--- src/rtl/m_issue_ctrl_pkg.sv ---
// Shared core definitions: instruction kinds, register-file sizing and a
// one-hot helper used by the scoreboard masks.
package p_core;

    localparam int REG_COUNT = 32;
    localparam int REG_SEL_W = 5;

    typedef enum logic [2:0] {
        KIND_ALU     = 3'd0,
        KIND_ALU_IMM = 3'd1,
        KIND_LOAD    = 3'd2,
        KIND_STORE   = 3'd3,
        KIND_BRANCH  = 3'd4,
        KIND_JUMP    = 3'd5,
        KIND_SYSTEM  = 3'd6,
        KIND_ILLEGAL = 3'd7
    } e_kind;

    function automatic logic [REG_COUNT-1:0] reg_onehot(input logic [REG_SEL_W-1:0] idx);
        logic [REG_COUNT-1:0] mask;
        mask      = '0;
        mask[idx] = 1'b1;
        return mask;
    endfunction

endpackage

--- src/rtl/m_issue_ctrl_if.sv ---
// Decode/issue/writeback bundle between the front end, the issue controller
// and execute. The master side is the decoder plus execute; the slave side is
// the issue controller.
interface m_issue_ctrl_if;
    import p_core::*;

    logic                 dec_valid;
    logic                 dec_ready;
    logic [31:0]          dec_instruction;
    e_kind                dec_kind;
    logic [REG_SEL_W-1:0] dec_rs_sel;
    logic [REG_SEL_W-1:0] dec_rq_sel;
    logic [REG_SEL_W-1:0] dec_rd;
    logic                 dec_uses_rs;
    logic                 dec_uses_rq;
    logic                 dec_writes_rd;

    logic                 iss_valid;
    logic                 iss_ready;
    logic [31:0]          iss_instruction;
    e_kind                iss_kind;
    logic [REG_SEL_W-1:0] iss_rs_sel;
    logic [REG_SEL_W-1:0] iss_rq_sel;
    logic [REG_SEL_W-1:0] iss_rd;

    logic                 wb_valid;
    logic [REG_SEL_W-1:0] wb_rd;
    logic                 flush;

    modport master (
        output dec_valid, dec_instruction, dec_kind, dec_rs_sel, dec_rq_sel, dec_rd,
               dec_uses_rs, dec_uses_rq, dec_writes_rd, iss_ready, wb_valid, wb_rd, flush,
        input  dec_ready, iss_valid, iss_instruction, iss_kind, iss_rs_sel, iss_rq_sel, iss_rd
    );

    modport slave (
        input  dec_valid, dec_instruction, dec_kind, dec_rs_sel, dec_rq_sel, dec_rd,
               dec_uses_rs, dec_uses_rq, dec_writes_rd, iss_ready, wb_valid, wb_rd, flush,
        output dec_ready, iss_valid, iss_instruction, iss_kind, iss_rs_sel, iss_rq_sel, iss_rd
    );

endinterface

--- src/rtl/m_issue_ctrl_scoreboard.sv ---
// Register busy scoreboard. Lookups see the writeback bypass so a reader can
// issue in the same cycle its producer writes back; a set beats any clear.
module m_scoreboard
    import p_core::*;
(
    input  logic                 clk,
    input  logic                 rst,
    input  logic                 set_en,
    input  logic [REG_SEL_W-1:0] set_idx,
    input  logic                 wb_en,
    input  logic [REG_SEL_W-1:0] wb_idx,
    input  logic                 flush_clr_en,
    input  logic [REG_SEL_W-1:0] flush_clr_idx,
    input  logic [REG_SEL_W-1:0] rs_idx,
    input  logic [REG_SEL_W-1:0] rq_idx,
    input  logic [REG_SEL_W-1:0] rd_idx,
    output logic                 rs_busy,
    output logic                 rq_busy,
    output logic                 rd_busy,
    output logic [REG_COUNT-1:0] busy
);
    logic [REG_COUNT-1:0] busy_q, busy_d;
    logic [REG_COUNT-1:0] wb_mask, set_mask, flush_mask, busy_eff;

    // Build masks, bypassed lookup view and the next scoreboard value; x0 stays clear.
    always_comb begin
        wb_mask    = wb_en        ? reg_onehot(wb_idx)        : '0;
        set_mask   = set_en       ? reg_onehot(set_idx)       : '0;
        flush_mask = flush_clr_en ? reg_onehot(flush_clr_idx) : '0;
        busy_eff   = busy_q & ~wb_mask;
        rs_busy    = busy_eff[rs_idx];
        rq_busy    = busy_eff[rq_idx];
        rd_busy    = busy_eff[rd_idx];
        busy_d     = (busy_q & ~wb_mask & ~flush_mask) | set_mask;
        busy_d[0]  = 1'b0;
    end

    // Scoreboard state register.
    always_ff @(posedge clk) begin
        if (rst) begin
            busy_q <= '0;
        end else begin
            busy_q <= busy_d;
        end
    end

    assign busy = busy_q;

endmodule

--- src/rtl/m_issue_ctrl.sv ---
// Issue controller: stalls decode on RAW/WAW hazards against the scoreboard,
// holds one decoded instruction for execute, handles flush and counts stalls.
module m_issue_ctrl
    import p_core::*;
#(
    parameter int STALL_CNT_W = 16
) (
    input  logic                   clk,
    input  logic                   rst,
    m_issue_ctrl_if.slave          bus,
    output logic [REG_COUNT-1:0]   busy,
    output logic [STALL_CNT_W-1:0] stall_count
);
    logic                   rs_busy, rq_busy, rd_busy;
    logic                   hazard, slot_free, dec_ready, accept, set_en, flush_clr;
    logic                   iss_valid_q, iss_valid_d;
    logic                   iss_wr_q, iss_wr_d;
    logic [31:0]            iss_instr_q, iss_instr_d;
    e_kind                  iss_kind_q, iss_kind_d;
    logic [REG_SEL_W-1:0]   iss_rs_q, iss_rs_d;
    logic [REG_SEL_W-1:0]   iss_rq_q, iss_rq_d;
    logic [REG_SEL_W-1:0]   iss_rd_q, iss_rd_d;
    logic [STALL_CNT_W-1:0] stall_q, stall_d;

    m_scoreboard u_scoreboard (
        .clk           (clk),
        .rst           (rst),
        .set_en        (set_en),
        .set_idx       (bus.dec_rd),
        .wb_en         (bus.wb_valid),
        .wb_idx        (bus.wb_rd),
        .flush_clr_en  (flush_clr),
        .flush_clr_idx (iss_rd_q),
        .rs_idx        (bus.dec_rs_sel),
        .rq_idx        (bus.dec_rq_sel),
        .rd_idx        (bus.dec_rd),
        .rs_busy       (rs_busy),
        .rq_busy       (rq_busy),
        .rd_busy       (rd_busy),
        .busy          (busy)
    );

    // Hazard detection and the decode handshake; a flush only releases the
    // held destination when execute is not taking the instruction this cycle.
    always_comb begin
        hazard    = (bus.dec_uses_rs && rs_busy) ||
                    (bus.dec_uses_rq && rq_busy) ||
                    (bus.dec_writes_rd && rd_busy);
        slot_free = !iss_valid_q || bus.iss_ready;
        dec_ready = slot_free && !hazard && !bus.flush;
        accept    = bus.dec_valid && dec_ready;
        set_en    = accept && bus.dec_writes_rd && (bus.dec_rd != '0);
        flush_clr = bus.flush && iss_valid_q && !bus.iss_ready && iss_wr_q && (iss_rd_q != '0);
    end

    // Next state of the issue register: load on accept, drain on handoff or flush.
    always_comb begin
        iss_valid_d = iss_valid_q;
        iss_wr_d    = iss_wr_q;
        iss_instr_d = iss_instr_q;
        iss_kind_d  = iss_kind_q;
        iss_rs_d    = iss_rs_q;
        iss_rq_d    = iss_rq_q;
        iss_rd_d    = iss_rd_q;
        if (accept) begin
            iss_valid_d = 1'b1;
            iss_wr_d    = bus.dec_writes_rd;
            iss_instr_d = bus.dec_instruction;
            iss_kind_d  = bus.dec_kind;
            iss_rs_d    = bus.dec_rs_sel;
            iss_rq_d    = bus.dec_rq_sel;
            iss_rd_d    = bus.dec_rd;
        end else if (bus.flush || (iss_valid_q && bus.iss_ready)) begin
            iss_valid_d = 1'b0;
        end
    end

    // Saturating count of cycles where decode offers an instruction but is held off.
    always_comb begin
        stall_d = stall_q;
        if (bus.dec_valid && !dec_ready && (stall_q != '1)) begin
            stall_d = stall_q + {{(STALL_CNT_W-1){1'b0}}, 1'b1};
        end
    end

    // Issue register and stall counter state.
    always_ff @(posedge clk) begin
        if (rst) begin
            iss_valid_q <= 1'b0;
            iss_wr_q    <= 1'b0;
            iss_instr_q <= '0;
            iss_kind_q  <= KIND_ALU;
            iss_rs_q    <= '0;
            iss_rq_q    <= '0;
            iss_rd_q    <= '0;
            stall_q     <= '0;
        end else begin
            iss_valid_q <= iss_valid_d;
            iss_wr_q    <= iss_wr_d;
            iss_instr_q <= iss_instr_d;
            iss_kind_q  <= iss_kind_d;
            iss_rs_q    <= iss_rs_d;
            iss_rq_q    <= iss_rq_d;
            iss_rd_q    <= iss_rd_d;
            stall_q     <= stall_d;
        end
    end

    assign bus.dec_ready       = dec_ready;
    assign bus.iss_valid       = iss_valid_q;
    assign bus.iss_instruction = iss_instr_q;
    assign bus.iss_kind        = iss_kind_q;
    assign bus.iss_rs_sel      = iss_rs_q;
    assign bus.iss_rq_sel      = iss_rq_q;
    assign bus.iss_rd          = iss_rd_q;
    assign stall_count         = stall_q;

endmodule

--- src/flat_wrapper.sv ---
// flat-port wrapper written by rule: the top's interface ports become plain ports
module m_issue_ctrl_flat import p_core::*;
#(
    parameter int STALL_CNT_W = 16
)
  (clk, rst, busy, stall_count, bus_dec_valid, bus_dec_instruction, bus_dec_kind, bus_dec_rs_sel, bus_dec_rq_sel, bus_dec_rd, bus_dec_uses_rs, bus_dec_uses_rq, bus_dec_writes_rd, bus_iss_ready, bus_wb_valid, bus_wb_rd, bus_flush, bus_dec_ready, bus_iss_valid, bus_iss_instruction, bus_iss_kind, bus_iss_rs_sel, bus_iss_rq_sel, bus_iss_rd);
  m_issue_ctrl_if bus_i ();
  input  logic clk;
  input  logic rst;
  output logic [REG_COUNT-1:0] busy;
  output logic [STALL_CNT_W-1:0] stall_count;
  input wire logic [$bits(bus_i.dec_valid)-1:0] bus_dec_valid;
  input wire logic [$bits(bus_i.dec_instruction)-1:0] bus_dec_instruction;
  input wire logic [$bits(bus_i.dec_kind)-1:0] bus_dec_kind;
  input wire logic [$bits(bus_i.dec_rs_sel)-1:0] bus_dec_rs_sel;
  input wire logic [$bits(bus_i.dec_rq_sel)-1:0] bus_dec_rq_sel;
  input wire logic [$bits(bus_i.dec_rd)-1:0] bus_dec_rd;
  input wire logic [$bits(bus_i.dec_uses_rs)-1:0] bus_dec_uses_rs;
  input wire logic [$bits(bus_i.dec_uses_rq)-1:0] bus_dec_uses_rq;
  input wire logic [$bits(bus_i.dec_writes_rd)-1:0] bus_dec_writes_rd;
  input wire logic [$bits(bus_i.iss_ready)-1:0] bus_iss_ready;
  input wire logic [$bits(bus_i.wb_valid)-1:0] bus_wb_valid;
  input wire logic [$bits(bus_i.wb_rd)-1:0] bus_wb_rd;
  input wire logic [$bits(bus_i.flush)-1:0] bus_flush;
  output wire logic [$bits(bus_i.dec_ready)-1:0] bus_dec_ready;
  output wire logic [$bits(bus_i.iss_valid)-1:0] bus_iss_valid;
  output wire logic [$bits(bus_i.iss_instruction)-1:0] bus_iss_instruction;
  output wire logic [$bits(bus_i.iss_kind)-1:0] bus_iss_kind;
  output wire logic [$bits(bus_i.iss_rs_sel)-1:0] bus_iss_rs_sel;
  output wire logic [$bits(bus_i.iss_rq_sel)-1:0] bus_iss_rq_sel;
  output wire logic [$bits(bus_i.iss_rd)-1:0] bus_iss_rd;
  assign bus_i.dec_valid = bus_dec_valid;
  assign bus_i.dec_instruction = bus_dec_instruction;
  assign bus_i.dec_kind = bus_dec_kind;
  assign bus_i.dec_rs_sel = bus_dec_rs_sel;
  assign bus_i.dec_rq_sel = bus_dec_rq_sel;
  assign bus_i.dec_rd = bus_dec_rd;
  assign bus_i.dec_uses_rs = bus_dec_uses_rs;
  assign bus_i.dec_uses_rq = bus_dec_uses_rq;
  assign bus_i.dec_writes_rd = bus_dec_writes_rd;
  assign bus_i.iss_ready = bus_iss_ready;
  assign bus_i.wb_valid = bus_wb_valid;
  assign bus_i.wb_rd = bus_wb_rd;
  assign bus_i.flush = bus_flush;
  assign bus_dec_ready = bus_i.dec_ready;
  assign bus_iss_valid = bus_i.iss_valid;
  assign bus_iss_instruction = bus_i.iss_instruction;
  assign bus_iss_kind = bus_i.iss_kind;
  assign bus_iss_rs_sel = bus_i.iss_rs_sel;
  assign bus_iss_rq_sel = bus_i.iss_rq_sel;
  assign bus_iss_rd = bus_i.iss_rd;
  m_issue_ctrl #(.STALL_CNT_W(STALL_CNT_W)) u_core (.clk(clk), .rst(rst), .bus(bus_i), .busy(busy), .stall_count(stall_count));
endmodule
--- config.mk ---
export PLATFORM = sky130hd
export DESIGN_NAME = m_issue_ctrl_flat
export DESIGN_NICKNAME = d
export VERILOG_FILES = /design/src/rtl/m_issue_ctrl_pkg.sv /design/src/rtl/m_issue_ctrl_if.sv /design/src/rtl/m_issue_ctrl_scoreboard.sv /design/src/rtl/m_issue_ctrl.sv /design/src/flat_wrapper.sv
export SDC_FILE = /design/constraint.sdc
export NUM_CORES = 1
export LEC_CHECK = 0
export ABC_AREA = 1
export CAP_MARGIN = 25
export CORE_MARGIN = 2
export CORE_UTILIZATION = 27
export CTS_BUF_LIST = sky130_fd_sc_hd__clkbuf_4
export CTS_CLUSTER_DIAMETER = 40
export DETAILED_ROUTE_END_ITERATION = 16
export GPL_ROUTABILITY_DRIVEN = 0
export GPL_TIMING_DRIVEN = 0
export SYNTH_ARGS = -nofsm -noshare
export SYNTH_HDL_FRONTEND = slang
export SYNTH_SLANG_ARGS = --single-unit
--- constraint.sdc ---
create_clock -name clk -period 4.4 [get_ports clk]
set_input_delay 1.1 -clock clk [delete_from_list [all_inputs] [get_ports clk]]
set_output_delay 1.1 -clock clk [all_outputs]
set_load 0.02 [all_outputs]
==> impl_metrics.csv <==
group,metric,value,unit
outcome,outcome,"complete, no violations",
synth,syn-num-nets,929,
power_and_ir_drop,finalPower,1.868,mW
critical_path,crit_type,"primary input to output port",
floorplanning,num_io_pins,164,
global_routing,gr-total-overflow,0,
finish,layout_common_cells,"nand3_1, clkdlybuf4s50_1, nand2_1, nor2_1, dfxtp_1",
floorplanning,start_util,0.2745,
routing,vias,6621,
synth,yosysTopAreaCellShare,0.3568,
finish,final_nets,1104,
floorplanning,rows,52,
critical_path,cp.arrival,3.04,ns
critical_path,crit_required,3.30,ns
clock_tree,clk_latency,0.51,ns
place,place_ws,-0.7075,ns
critical_path,critPathLaunchType,"primary input",
finish,mostFrequentLayoutCell,"nand3_1",
floorplanning,die_x,147.4,um
routing,ant_nets,0,
place,dp_cells,1292,
global_routing,grt_max_degree,18,
synth,yosysWarnings,0,
timing,rsz0062_at_grt,"no",
timing,timing.setup.tns,0,ns
critical_path,cp_max_fo,5,
clock_tree,cts_buffer_depth,2,
clock_tree,path_clk_slew,0.16,ns
finish,final_cell_area,0.007792,mm^2
global_routing,grtUsageTotal,0.1940,
global_routing,grt_pass1_wl,33400,um
synth,async_flop_share,0,
routing,wl_met3,2296,um
timing,finClkSkew,0.04629,ns
critical_path,end_kind,"output port",
floorplanning,die_h,147.4,um
timing,tightest_slew,0.6202,ns
timing,min_period,4.141,ns
synth,avgSynthCellArea,6.428,um^2
timing,worst_slack,0.2595,ns
clock_tree,root_buffer,"clkbuf_4",
timing,finalSetupViolCount,0,
clock_tree,clock_sinks,99,
power_and_ir_drop,p_per_area,239.7,mW/mm^2
synth,synthCells,864,
timing,slew_violations,0,
synth,synthDistinctLibCells,27,
global_routing,antenna_found_initial,0,
clock_tree,tritoncts,"built",
timing,slew_headroom,0.5866,
floorplanning,die_area,0.02173,mm^2
worst_hold_path,hp-class,"flop to flop",
synth,synth-main-ff-cell,"dfxtp_1",
synth,ys_ff_latch,99,
power_and_ir_drop,ir_worst_vdd,0.1395,mV
routing,top_layer,"met4",
timing,fin_crit_sh,0.9410,
finish,area.growth.synth_to_final,40.30,%
place,io_buffer_count,158,
timing,hold_violations,0,
clock_tree,cts_max_level,3,
synth,synth_edf_count,0,
finish,final_cell_count_no_fill,1314,
place,hpwl,16860,um
timing,achievable-frequency,0.2415,GHz
routing,first_pass_iters,7,
routing,wl_met2,9446,um
routing,wirelength_met1,9411,um
finish,antennaDiodeCount,0,
routing,viasPerCell,5.039,
clock_tree,cts_made_buffers,9,
synth,yosysSeqAreaShare,0.3568,
synth,yosys-top-cells-area,"dfxtp_1, nand3_1, nand2_1, nor2_1, a21oi_1",
routing,wirelength,21720,um
synth,synth_largest_area_cell,"dfxtp_1",
synth,syn_area,0.005554,mm^2
place,placed_area,0.007473,mm^2
finish,drive_above_1_share,0.07471,
run,cap_violations,0,
clock_tree,postCtsHoldBufs,0,
power_and_ir_drop,p_leak,2.828,nW
routing,drt_iter0_drc,506,
floorplanning,core,0.02023,mm^2
routing,wl_per_cell,16.53,um
routing,drc,0,
global_routing,grt_pass1_vias,6223,
==> synth_stat cells (2+ instances only) <==
| master | n |
|---|---|
| a21oi_1 | 67 |
| nand4_1 | 34 |
| dfxtp_1 | 99 |
| o21ai_0 | 55 |
| xor2_1 | 6 |
| xnor2_1 | 7 |
| nor3_1 | 7 |
| a21boi_0 | 2 |
| o21bai_1 | 27 |
| nor2_1 | 139 |
| buf_2 | 8 |
| inv_2 | 2 |
| inv_1 | 53 |
| buf_1 | 3 |
| nand2_1 | 161 |
| nor2_4 | 4 |
| clkbuf_1 | 26 |
| buf_4 | 4 |
| nand3_1 | 152 |
==> power breakdown <==
part,total (mW),switching [mW],internal [mW]
sequential,0.960,0.0244,0.936
combinational,0.440,0.264,0.176
clock,0.467,0.340,0.127
==> layer usage <==
metal,up-vias,GRT usage
met5,-,0
met2,361,0.3028
li1,3252,-
met4,0,0.06250
met3,44,0.06049
met1,2964,0.2560
==> stage by stage <==
step	hold WS [ns]	utilization
global route	0.5203	0.3851
detailed placement	0.4539	0.3693
global placement	0.4561	0.3693
CTS	0.4816	0.3812
floorplan	0.4407	-
finish	0.4836	0.3851
==> logic make-up (layout without fill, tap and decap cells) <==
logic type / after synthesis / after routing / synth area share
buf+inv: 97 / 275 / 0.07141
compound gates: 153 / 153 / 0.1512
simple gates: 500 / 502 / 0.3972
other cells: 1 / 1 / 0.0006752
xor+xnor: 13 / 13 / 0.02050
flops: 99 / 99 / 0.3568
fa+ha+maj: 1 / 1 / 0.002252
==> critical path, cell delays in order <==
cell,delay (ns)
dlymetal6s2s_1,0.36
inv_2,0.18
nor2_4,0.19
nand2_1,0.12
nand2_1,0.12
nand2_1,0.09
o21ai_0,0.10
nor2_1,0.06
nand2_1,0.07
nor2_1,0.04
nand2_1,0.07
nor2_2,0.05
nor2_2,0.14
nand3_4,0.11
inv_1,0.07
buf_2,0.16
==> state kept, by name, indices dropped and copies added, names as in the netlist <==
signal / cells
u_core.bus.iss_instruction: 32
u_core.bus.iss_kind: 3
u_core.bus.iss_rd: 5
u_core.bus.iss_rq_sel: 5
u_core.bus.iss_rs_sel: 5
u_core.bus.iss_valid: 1
u_core.iss_wr_q: 1
u_core.stall_count: 16
u_core.u_scoreboard.busy: 31
==> cell type report <==
class                           instances  area [um^2]
Inverter                               55        210.2
Fill cell                            2173        12440
Multi-Input combinational cell        670         3322
Tap cell                              270        337.8
Buffer                                 42        193.9
Sequential cell                        99         1982
Clock buffer                           10        75.07
Clock inverter                          6        47.55
Timing Repair Buffer                  162         1624
==> path summary, 6_finish.rpt <==
path	startpoint	to	slack, ns	cells after the start
worst min register to register	u_core.iss_wr_q$_SDFFE_PP0P_	u_core.iss_wr_q$_SDFFE_PP0P_	0.48	2
worst max-delay path	bus_wb_rd[2]	bus_dec_ready	0.26	16
worst max register to register	u_core.u_scoreboard.busy[29]$_SDFF_PP0_	u_core.stall_count[11]$_SDFFE_PP0P_	1.92	14
worst min-delay path	u_core.iss_wr_q$_SDFFE_PP0P_	u_core.iss_wr_q$_SDFFE_PP0P_	0.48	2
==> timing repair <==
action	in CTS	in global routing
resized for setup	30	36
cloned	2	0
buffers inserted	4	0
endpoints found under the setup margin	1	1
pin swaps	5	4
(Power assumes the default switching activity.)
